--- config.mk ---
export PLATFORM = sky130hd
export DESIGN_NAME = sysctrl_gen
export DESIGN_NICKNAME = d
export VERILOG_FILES = /design/src/rtl/sysctrl_pkg.sv /design/src/rtl/sysctrl_irq.sv /design/src/rtl/sysctrl_gen.sv
export SDC_FILE = /design/constraint.sdc
export NUM_CORES = 1
export LEC_CHECK = 0
export BUFFER_PORTS_ARGS = -buffer_cell sky130_fd_sc_hd__buf_4
export CORE_MARGIN = 10
export CORE_UTILIZATION = 55
export CTS_BUF_LIST = sky130_fd_sc_hd__clkbuf_4
export DETAILED_ROUTE_END_ITERATION = 8
export PLACE_DENSITY = 0.82
export SLEW_MARGIN = 20
export SYNTH_ARGS = -nofsm -noshare
export SYNTH_HDL_FRONTEND = slang
export SYNTH_SLANG_ARGS = --single-unit
--- constraint.sdc ---
create_clock -name clk -period 6.17 [get_ports clk]
set_input_delay 0.617 -clock clk [delete_from_list [all_inputs] [get_ports clk]]
set_output_delay 0.617 -clock clk [all_outputs]
set_load 0.05 [all_outputs]
--- src/rtl/sysctrl_pkg.sv ---
// rtl/sysctrl_pkg.sv - command codes, status constants and helpers for sysctrl_gen
package sysctrl_pkg;

    localparam logic [7:0] CMD_STATUS  = 8'h00;
    localparam logic [7:0] CMD_LEDS    = 8'h01;
    localparam logic [7:0] CMD_COLOR   = 8'h02;
    localparam logic [7:0] CMD_BUTTONS = 8'h03;
    localparam logic [7:0] CMD_CFG_WR  = 8'h04;
    localparam logic [7:0] CMD_INT     = 8'h05;
    localparam logic [7:0] CMD_MASK    = 8'h06;
    localparam logic [7:0] CMD_CFG_RD  = 8'h07;

    localparam logic [7:0] STATUS_MAGIC0 = 8'h5c;
    localparam logic [7:0] STATUS_MAGIC1 = 8'h42;

    // Byte counter sticks here so long commands never wrap back to "idle" (0)
    localparam logic [3:0] CNT_MAX = 4'd15;

    function automatic logic [7:0] bit_rev8(input logic [7:0] b);
        logic [7:0] r;
        for (int i = 0; i < 8; i++) begin
            r[i] = b[7-i];
        end
        return r;
    endfunction

endpackage

--- src/rtl/sysctrl_irq.sv ---
// rtl/sysctrl_irq.sv - interrupt mask, coldboot flag, ack pulses and int_out_n
module sysctrl_irq #(
    parameter int NUM_INT = 8
) (
    input  logic               clk,
    input  logic               reset,
    input  logic [NUM_INT-1:0] int_in,
    input  logic               ack_wr,
    input  logic               mask_wr,
    input  logic [NUM_INT-1:0] wr_data,
    output logic [NUM_INT-1:0] int_ack,
    output logic               int_out_n,
    output logic [7:0]         status
);

    logic [NUM_INT-1:0] int_mask;
    logic               coldboot;
    logic [NUM_INT-1:0] pending;

    // Ack pulses last one cycle; coldboot drops once channel 0 has been acked
    always_ff @(posedge clk) begin
        if (reset) begin
            int_ack  <= '0;
            int_mask <= '1;
            coldboot <= 1'b1;
        end else begin
            int_ack <= ack_wr ? wr_data : '0;
            if (mask_wr) begin
                int_mask <= wr_data;
            end
            if (int_ack[0]) begin
                coldboot <= 1'b0;
            end
        end
    end

    // Interrupt line and status byte {pending[7:1], coldboot}, zero-extended
    always_comb begin
        pending   = int_in & int_mask;
        int_out_n = ~((|pending) | coldboot);
        status    = 8'h00;
        status[0] = coldboot;
        for (int i = 1; i < NUM_INT; i++) begin
            status[i] = pending[i];
        end
    end

endmodule

--- src/rtl/sysctrl_gen.sv ---
// rtl/sysctrl_gen.sv - MCU byte-command system controller; SYSCTRL_CFG_READBACK_EN enables CMD 7
module sysctrl_gen
    import sysctrl_pkg::*;
#(
    parameter logic [7:0]           CORE_ID      = 8'h02,
    parameter int                   NUM_CFG      = 32,
    parameter logic [7:0]           CFG_BASE     = 8'h40,
    parameter logic [NUM_CFG*8-1:0] CFG_DEFAULTS = '0,
    parameter int                   NUM_INT      = 8,
    parameter int                   NUM_LEDS     = 2,
    parameter int                   NUM_BUTTONS  = 2
) (
    input  logic                   clk,
    input  logic                   reset,
    input  logic                   data_in_strobe,
    input  logic                   data_in_start,
    input  logic [7:0]             data_in,
    output logic [7:0]             data_out,
    output logic                   int_out_n,
    input  logic [NUM_INT-1:0]     int_in,
    output logic [NUM_INT-1:0]     int_ack,
    input  logic [NUM_BUTTONS-1:0] buttons,
    output logic [NUM_LEDS-1:0]    leds,
    output logic [23:0]            color,
    output logic [NUM_CFG*8-1:0]   cfg,
    output logic                   cfg_wr,
    output logic [5:0]             cfg_idx
);

    localparam logic [7:0] NUM_CFG_B = 8'(NUM_CFG);
    localparam logic [5:0] LAST_IDX  = 6'(NUM_CFG - 1);

    logic [7:0] command;
    logic [3:0] count;
    logic [5:0] cfg_ptr;
    logic       cfg_ptr_ok;
    logic       byte_ok;
    logic       first_byte;
    logic [8:0] cfg_off;
    logic       id_ok;
    logic [7:0] btn_byte;
    logic [7:0] irq_status;
    logic       ack_wr;
    logic       mask_wr;

    // Byte qualification, config id decode and button zero-extension
    always_comb begin
        byte_ok    = data_in_strobe & ~data_in_start & (count != 4'd0);
        first_byte = byte_ok & (count == 4'd1);
        ack_wr     = first_byte & (command == CMD_INT);
        mask_wr    = first_byte & (command == CMD_MASK);
        cfg_off    = {1'b0, data_in} - {1'b0, CFG_BASE};
        id_ok      = ~cfg_off[8] & (cfg_off[7:0] < NUM_CFG_B);
        btn_byte   = 8'h00;
        for (int i = 0; i < NUM_BUTTONS; i++) begin
            btn_byte[i] = buttons[i];
        end
    end

`ifdef SYSCTRL_CFG_READBACK_EN
    logic [7:0] rd_byte;

    // Config readback mux; out-of-range pointer reads as zero
    always_comb begin
        rd_byte = 8'h00;
        for (int i = 0; i < NUM_CFG; i++) begin
            if (cfg_ptr_ok && cfg_ptr == 6'(i)) begin
                rd_byte = cfg[i*8 +: 8];
            end
        end
    end
`endif

    // Command decode and execution, one step per strobed byte
    always_ff @(posedge clk) begin
        if (reset) begin
            command    <= CMD_STATUS;
            count      <= 4'd0;
            leds       <= '0;
            color      <= 24'h0;
            data_out   <= 8'h00;
            cfg        <= CFG_DEFAULTS;
            cfg_wr     <= 1'b0;
            cfg_idx    <= 6'd0;
            cfg_ptr    <= 6'd0;
            cfg_ptr_ok <= 1'b0;
        end else begin
            cfg_wr <= 1'b0;
            if (data_in_strobe && data_in_start) begin
                command <= data_in;
                count   <= 4'd1;
            end else if (byte_ok) begin
                if (count != CNT_MAX) begin
                    count <= count + 4'd1;
                end
                case (command)
                    CMD_STATUS: begin
                        case (count)
                            4'd1:    data_out <= STATUS_MAGIC0;
                            4'd2:    data_out <= STATUS_MAGIC1;
                            4'd3:    data_out <= CORE_ID;
                            4'd4:    data_out <= NUM_CFG_B;
                            default: ;
                        endcase
                    end
                    CMD_LEDS: begin
                        if (count == 4'd1) begin
                            leds <= data_in[NUM_LEDS-1:0];
                        end
                    end
                    CMD_COLOR: begin
                        case (count)
                            4'd1:    color[15:8]  <= bit_rev8(data_in);
                            4'd2:    color[7:0]   <= bit_rev8(data_in);
                            4'd3:    color[23:16] <= bit_rev8(data_in);
                            default: ;
                        endcase
                    end
                    CMD_BUTTONS: data_out <= btn_byte;
                    CMD_CFG_WR: begin
                        if (count == 4'd1) begin
                            cfg_ptr    <= cfg_off[5:0];
                            cfg_ptr_ok <= id_ok;
                        end else if (cfg_ptr_ok) begin
                            for (int i = 0; i < NUM_CFG; i++) begin
                                if (cfg_ptr == 6'(i)) begin
                                    cfg[i*8 +: 8] <= data_in;
                                end
                            end
                            cfg_wr     <= 1'b1;
                            cfg_idx    <= cfg_ptr;
                            cfg_ptr    <= cfg_ptr + 6'd1;
                            cfg_ptr_ok <= (cfg_ptr != LAST_IDX);
                        end
                    end
                    CMD_INT: data_out <= irq_status;
`ifdef SYSCTRL_CFG_READBACK_EN
                    CMD_CFG_RD: begin
                        if (count == 4'd1) begin
                            cfg_ptr    <= cfg_off[5:0];
                            cfg_ptr_ok <= id_ok;
                        end else begin
                            data_out <= rd_byte;
                            if (cfg_ptr_ok) begin
                                cfg_ptr    <= cfg_ptr + 6'd1;
                                cfg_ptr_ok <= (cfg_ptr != LAST_IDX);
                            end
                        end
                    end
`endif
                    default: ;
                endcase
            end
        end
    end

    sysctrl_irq #(
        .NUM_INT(NUM_INT)
    ) u_irq (
        .clk       (clk),
        .reset     (reset),
        .int_in    (int_in),
        .ack_wr    (ack_wr),
        .mask_wr   (mask_wr),
        .wr_data   (data_in[NUM_INT-1:0]),
        .int_ack   (int_ack),
        .int_out_n (int_out_n),
        .status    (irq_status)
    );

endmodule

Yosys cells after proc, flatten, opt, wreduce, memory -nomap -nowiden --
Cells that the tools add are included.
Operators by class: $add $sub $neg 3, order comparisons 1, equality and inequality tests 44, muxes and demuxes 10, bitwise gates (word level) 16, reduce and logical (&&, ||, !) cells 54
Operator list (count):
- 6-bit AND reduction | 32
- 6-bit by 5-bit equality test with 1-bit output, second input constant | 16
- 6-bit by 4-bit equality test with 1-bit output, second input constant | 8
- 8-bit one-hot mux with 4 select lines | 1
- 6-bit by 3-bit equality test with 1-bit output, second input constant | 4
- 8-bit by 3-bit equality test with 1-bit output, second input constant | 3
- 8-bit one-hot mux with 3 select lines | 1
- 4-bit AND reduction | 6
- 8-bit by 2-bit equality test with 1-bit output, second input constant | 2
- 6-bit by 2-bit equality test with 1-bit output, second input constant | 2
- 6-bit 2-to-1 mux | 2
- 8-bit by 7-bit subtractor with 9-bit output, second input constant | 1
- 8-bit bitwise AND | 1
- 4-bit by 2-bit equality test with 1-bit output, second input constant | 2
- 8-bit by 1-bit equality test with 1-bit output, second input constant | 1
- 8-bit zero test | 1
- 8-bit by 6-bit less-than comparator with 1-bit output, second input constant | 1
- 1-bit inverter | 8
- 8-bit OR reduction | 1
- 6-bit by 1-bit adder with 6-bit output, second input constant | 1
- 1-bit bitwise AND | 6
- 6-bit by 1-bit equality test with 1-bit output, second input constant | 1
- 6-bit zero test | 1
- 1-bit 2-to-1 mux | 6
- 16 further kinds | 20
Storage, ports and cells: register bits 333

Logic depth before layout (Yosys ltp) --
word-level depth 7, gate-level depth with buffers 9

Modules after synthesis --
A second synthesis with hierarchy kept.
Second synthesis, totals: cell total of the unflattened synthesis 1266, area, all modules 13177.6 um^2
Modules (own cells, without submodules):
- sysctrl_gen | times used 1, cells an instance 1207, area each 12533.3 um^2, seq. area each 6326.1 um^2
- sysctrl_irq | times used 1, cells an instance 59, area each 644.4 um^2, seq. area each 340.3 um^2

Least setup slack after synthesis --
OpenSTA, ideal clock, no wires.
path kind input -> output, from input int_in[6], to output int_out_n, data arrival time 1484 ps, required time 5553 ps, path slack 4069 ps, stages on the path 3, buffers on the path 0, cell sequence a22o_1 > a221oi_1 > and3_1
Between the ends: word-level cells in the longest chain between the ends 4
RTL lines:
- start: declaration | line sysctrl_gen.sv:20 | input logic [NUM_INT-1:0] int_in,
- 8-bit bitwise AND | line sysctrl_irq.sv:39 | pending = int_in & int_mask;
- 8-bit OR reduction | line sysctrl_irq.sv:40 | int_out_n = ~((|pending) | coldboot);
- 1-bit OR | line sysctrl_irq.sv:40
- 1-bit inverter | line sysctrl_irq.sv:40
- end: declaration | line sysctrl_gen.sv:19 | output logic int_out_n,
No other way between the ends.

Worst setup path after layout --
from register count[0], to register cfg[92]
Between the ends: word-level cells in the longest chain between the ends 3
RTL lines:
- start: declaration | line sysctrl_gen.sv:34 | logic [3:0] count;
- start signal: assignment | line sysctrl_gen.sv:94 | count <= count + 4'd1;
- 4-bit nonzero test / 4-bit by 1-bit equality test with 1-bit output (equally long branches) | line sysctrl_gen.sv:48, sysctrl_gen.sv:121
- 1-bit bitwise AND / 1-bit inverter (equally long branches)
- 6-bit AND reduction (no line) *
- end signal: indexed assignment | line sysctrl_gen.sv:127 | cfg[i*8 +: 8] <= data_in;
- end: declaration | line sysctrl_gen.sv:25 | output logic [NUM_CFG*8-1:0] cfg,
Mark *: on every way between the ends. The rest lies on a longest branch, timed or not. A chain may end at the register's enable or synchronous reset.

==> impl_metrics.yaml <==
timing:
  whs_ns: 0.312
  fin_tns_setup_ns: 0
  rsz0062_at_grt: "no"
  worst_pin_slew_ns: 1.13
  setup_viol: 0
  final.period_utilization_pct: 45.3
  finalClockSkew_ns: 0.0231
  max_slew_margin_pct: 24.5
  period_needed_ns: 2.80
  slew_viol_final: 0
  hold_viol: 0
  fmax_ghz: 0.357
critical_path:
  worstSetupEndpointType: "flip-flop"
  cp_max_fo: 36
  start_kind: "flip-flop"
  crit_required_ns: 6.69
  crit_arrival_ns: 3.32
  critPathKind: "reg -> reg"
synthesis:
  synth_top_family_by_area: "multiplexers"
  synthCells: 1307
  ys_ff_latch: 333
  async_flop_share_pct: 0
  syn_area_mm2: 0.0132
  ys.warnings.count: 0
  yosys.area_share.simple_pct: 19.4
  ys.flop_type: "dfxtp_1"
  synthesis.nets: 1337
  yosysTopAreaCell: "dfxtp_1"
  synthTopCellsByArea: "dfxtp_1, mux2i_1, nor2_1, clkbuf_1, nand4_2"
  synth_xor_area_share_pct: 0.199
  synth.area.mux_share_pct: 21.6
  syn_area_per_cell_um2: 10.1
  synth-edff-count: 0
  synth_compound_area_share_pct: 3.60
  synth_top_area_share_pct: 50.6
  synthAdderAreaFrac_pct: 0.760
  synth_cell_type_count: 57
  ys_seq_area_share_pct: 50.6
placed_design:
  gp_congestion: 0.835
  hpwl_mm: 26.3
  port_buffers: 327
global_routing:
  grt_max_degree: 188
  grt-ovfl-total: 0
  grt_usage_pct: 25.1
  grt_pass1_wl_mm: 61.5
  grt_pass1_vias: 10700
  antenna_found_initial: 1
cells_and_area:
  final_cell_mix: "dfxtp_1, buf_4, nor2_1"
  synthToLayoutAreaGrowth_pct: 26.6
  regArea_mm2: 0.00667
  multiInputGateArea_mm2: 0.00602
  drive_gt1_share_pct: 30.5
  final_common_cell: "dfxtp_1"
  nets: 1656
  postLayoutCoreUtil_pct: 70.8
  num-fill-cells: 1840
power_and_ir_drop:
  irDropWorstVdd_mv: 0.171
  powerDensity_mw_per_mm2: 248
  leakagePower_nw: 9.20
die:
  ios: 328
  core_mm2: 0.0235
  rows: 56
  die_area_mm2: 0.0305
  die_y_um: 175
  start_util_pct: 56.0
  fp.dieW_um: 175
routing:
  viasPerCell: 5.39
  vias: 10800
  dr.first_iter.drc_count: 757
  drc: 0
  drtPass1Iterations: 5
  finalWirelength_mm: 40.1
  wl_per_cell_um: 20.1
  ant_nets: 0
clock_tree:
  insertion_delay_ns: 0.68
  cts_sinks: 333
  numCtsBuffers: 85
  post_cts_buffers: 0
  clock_path_buffers: 3
  ctsHoldBuffers: 0
  clk_pin_slew_ns: 0.06
  cts_tree: "done"
  htreeDepth: 3
  clock_tree.root_cell: "clkbuf_4"
  cts_resized: 0
min_path:
  min_path_type: "in -> reg"
outcome:
  status: "completed"
job:
  drv_cap: 0
[cells by family after synthesis]
| kind of cell | after synthesis |
|---|---|
| AO/OA/AOI/OAI | 72 |
| AND/OR/NAND/NOR | 489 |
| multiplexers | 284 |
| XOR/XNOR | 3 |
| flip-flops | 333 |
| buffers and inverters | 118 |
| adder cells (fa/ha/maj) | 8 |
[Yosys cell counts, types with 3 or more instances]
cell / instances
a22o_1: 3
buf_2: 8
buf_6: 4
nor4_1: 3
nand3_1: 10
nand3b_1: 6
a21oi_1: 28
nand4_1: 5
nand2b_1: 4
a31oi_1: 7
and2_1: 11
and4_1: 3
o21ai_0: 7
buf_4: 5
or3b_2: 5
or3_1: 3
a21o_1: 3
nor2_1: 316
nor3b_1: 7
clkbuf_1: 79
nand2_1: 48
nand4_4: 12
nand4_2: 22
a211o_1: 9
ha_1: 8
o41ai_1: 4
a211oi_1: 4
inv_1: 18
and3_1: 10
nor2b_1: 6
dfxtp_1: 333
nor3_1: 3
buf_1: 3
mux2i_1: 283
[final timing paths]
kind	from	endpoint	slack, ns	cells after the start
max reg2reg	count[0]	cfg[92]	3.37	8
max	count[0]	cfg[92]	3.37	8
min	int_in[7]	data_out[7]	0.31	4
min reg2reg	cfg_idx[2]	cfg_idx[2]	0.46	2
[flip-flops by register name, summed over array words and instances (netlist names)]
signal,flops
cfg_ptr_ok,1
u_irq.coldboot,1
cfg_idx,6
cfg,256
color,24
command,8
u_irq.int_ack,8
u_irq.int_mask,8
count,4
cfg_ptr,6
leds,2
data_out,8
cfg_wr,1
[report_power, final]
part	total (mW)	internal [mW]	switching, mW
registers	2.16	2.15	0.00605
clock network	1.79	0.932	0.857
logic	0.180	0.0373	0.143
total	4.13	3.12	1.01
[metrics by stage]
step                cells  setup WS, ns  total power [mW]  area, um2
finish               1997          3.37              4.13      16700
global route         1997          3.19              4.30      16700
CTS                  1995          3.37              4.16      16700
detailed placement   1858          3.27              2.38      15700
global placement     1858          3.34              2.38      15700
floorplan            1307          4.07              2.33      13200
[layout make-up]
type	instances	share of cell area [%]
well taps	319	2.39
multi-input cells	856	36.1
clock inverters	17	0.645
clock buffers	120	5.40
diodes	2	0.0300
inverters	18	0.405
flip-flops and latches	333	40.0
repair buffers	332	15.1
[routing by layer]
| metal | global-route usage (%) | wire, um |
|---|---|---|
| met5 | 0 | 0 |
| met3 | 9.46 | 3630 |
| met4 | 9.96 | 1140 |
| met2 | 41.2 | 19200 |
| met1 | 29.0 | 16100 |
[critical path, stage by stage (launching register included)]
cell,delay (ns)
dfxtp_1,0.38
inv_1,0.10
ha_1,0.24
or3b_1,0.25
and3_2,0.19
buf_4,0.55
nand4_2,0.53
mux2i_1,0.33
nor2_1,0.06
Note: power is estimated with default switching activity, not from simulation.
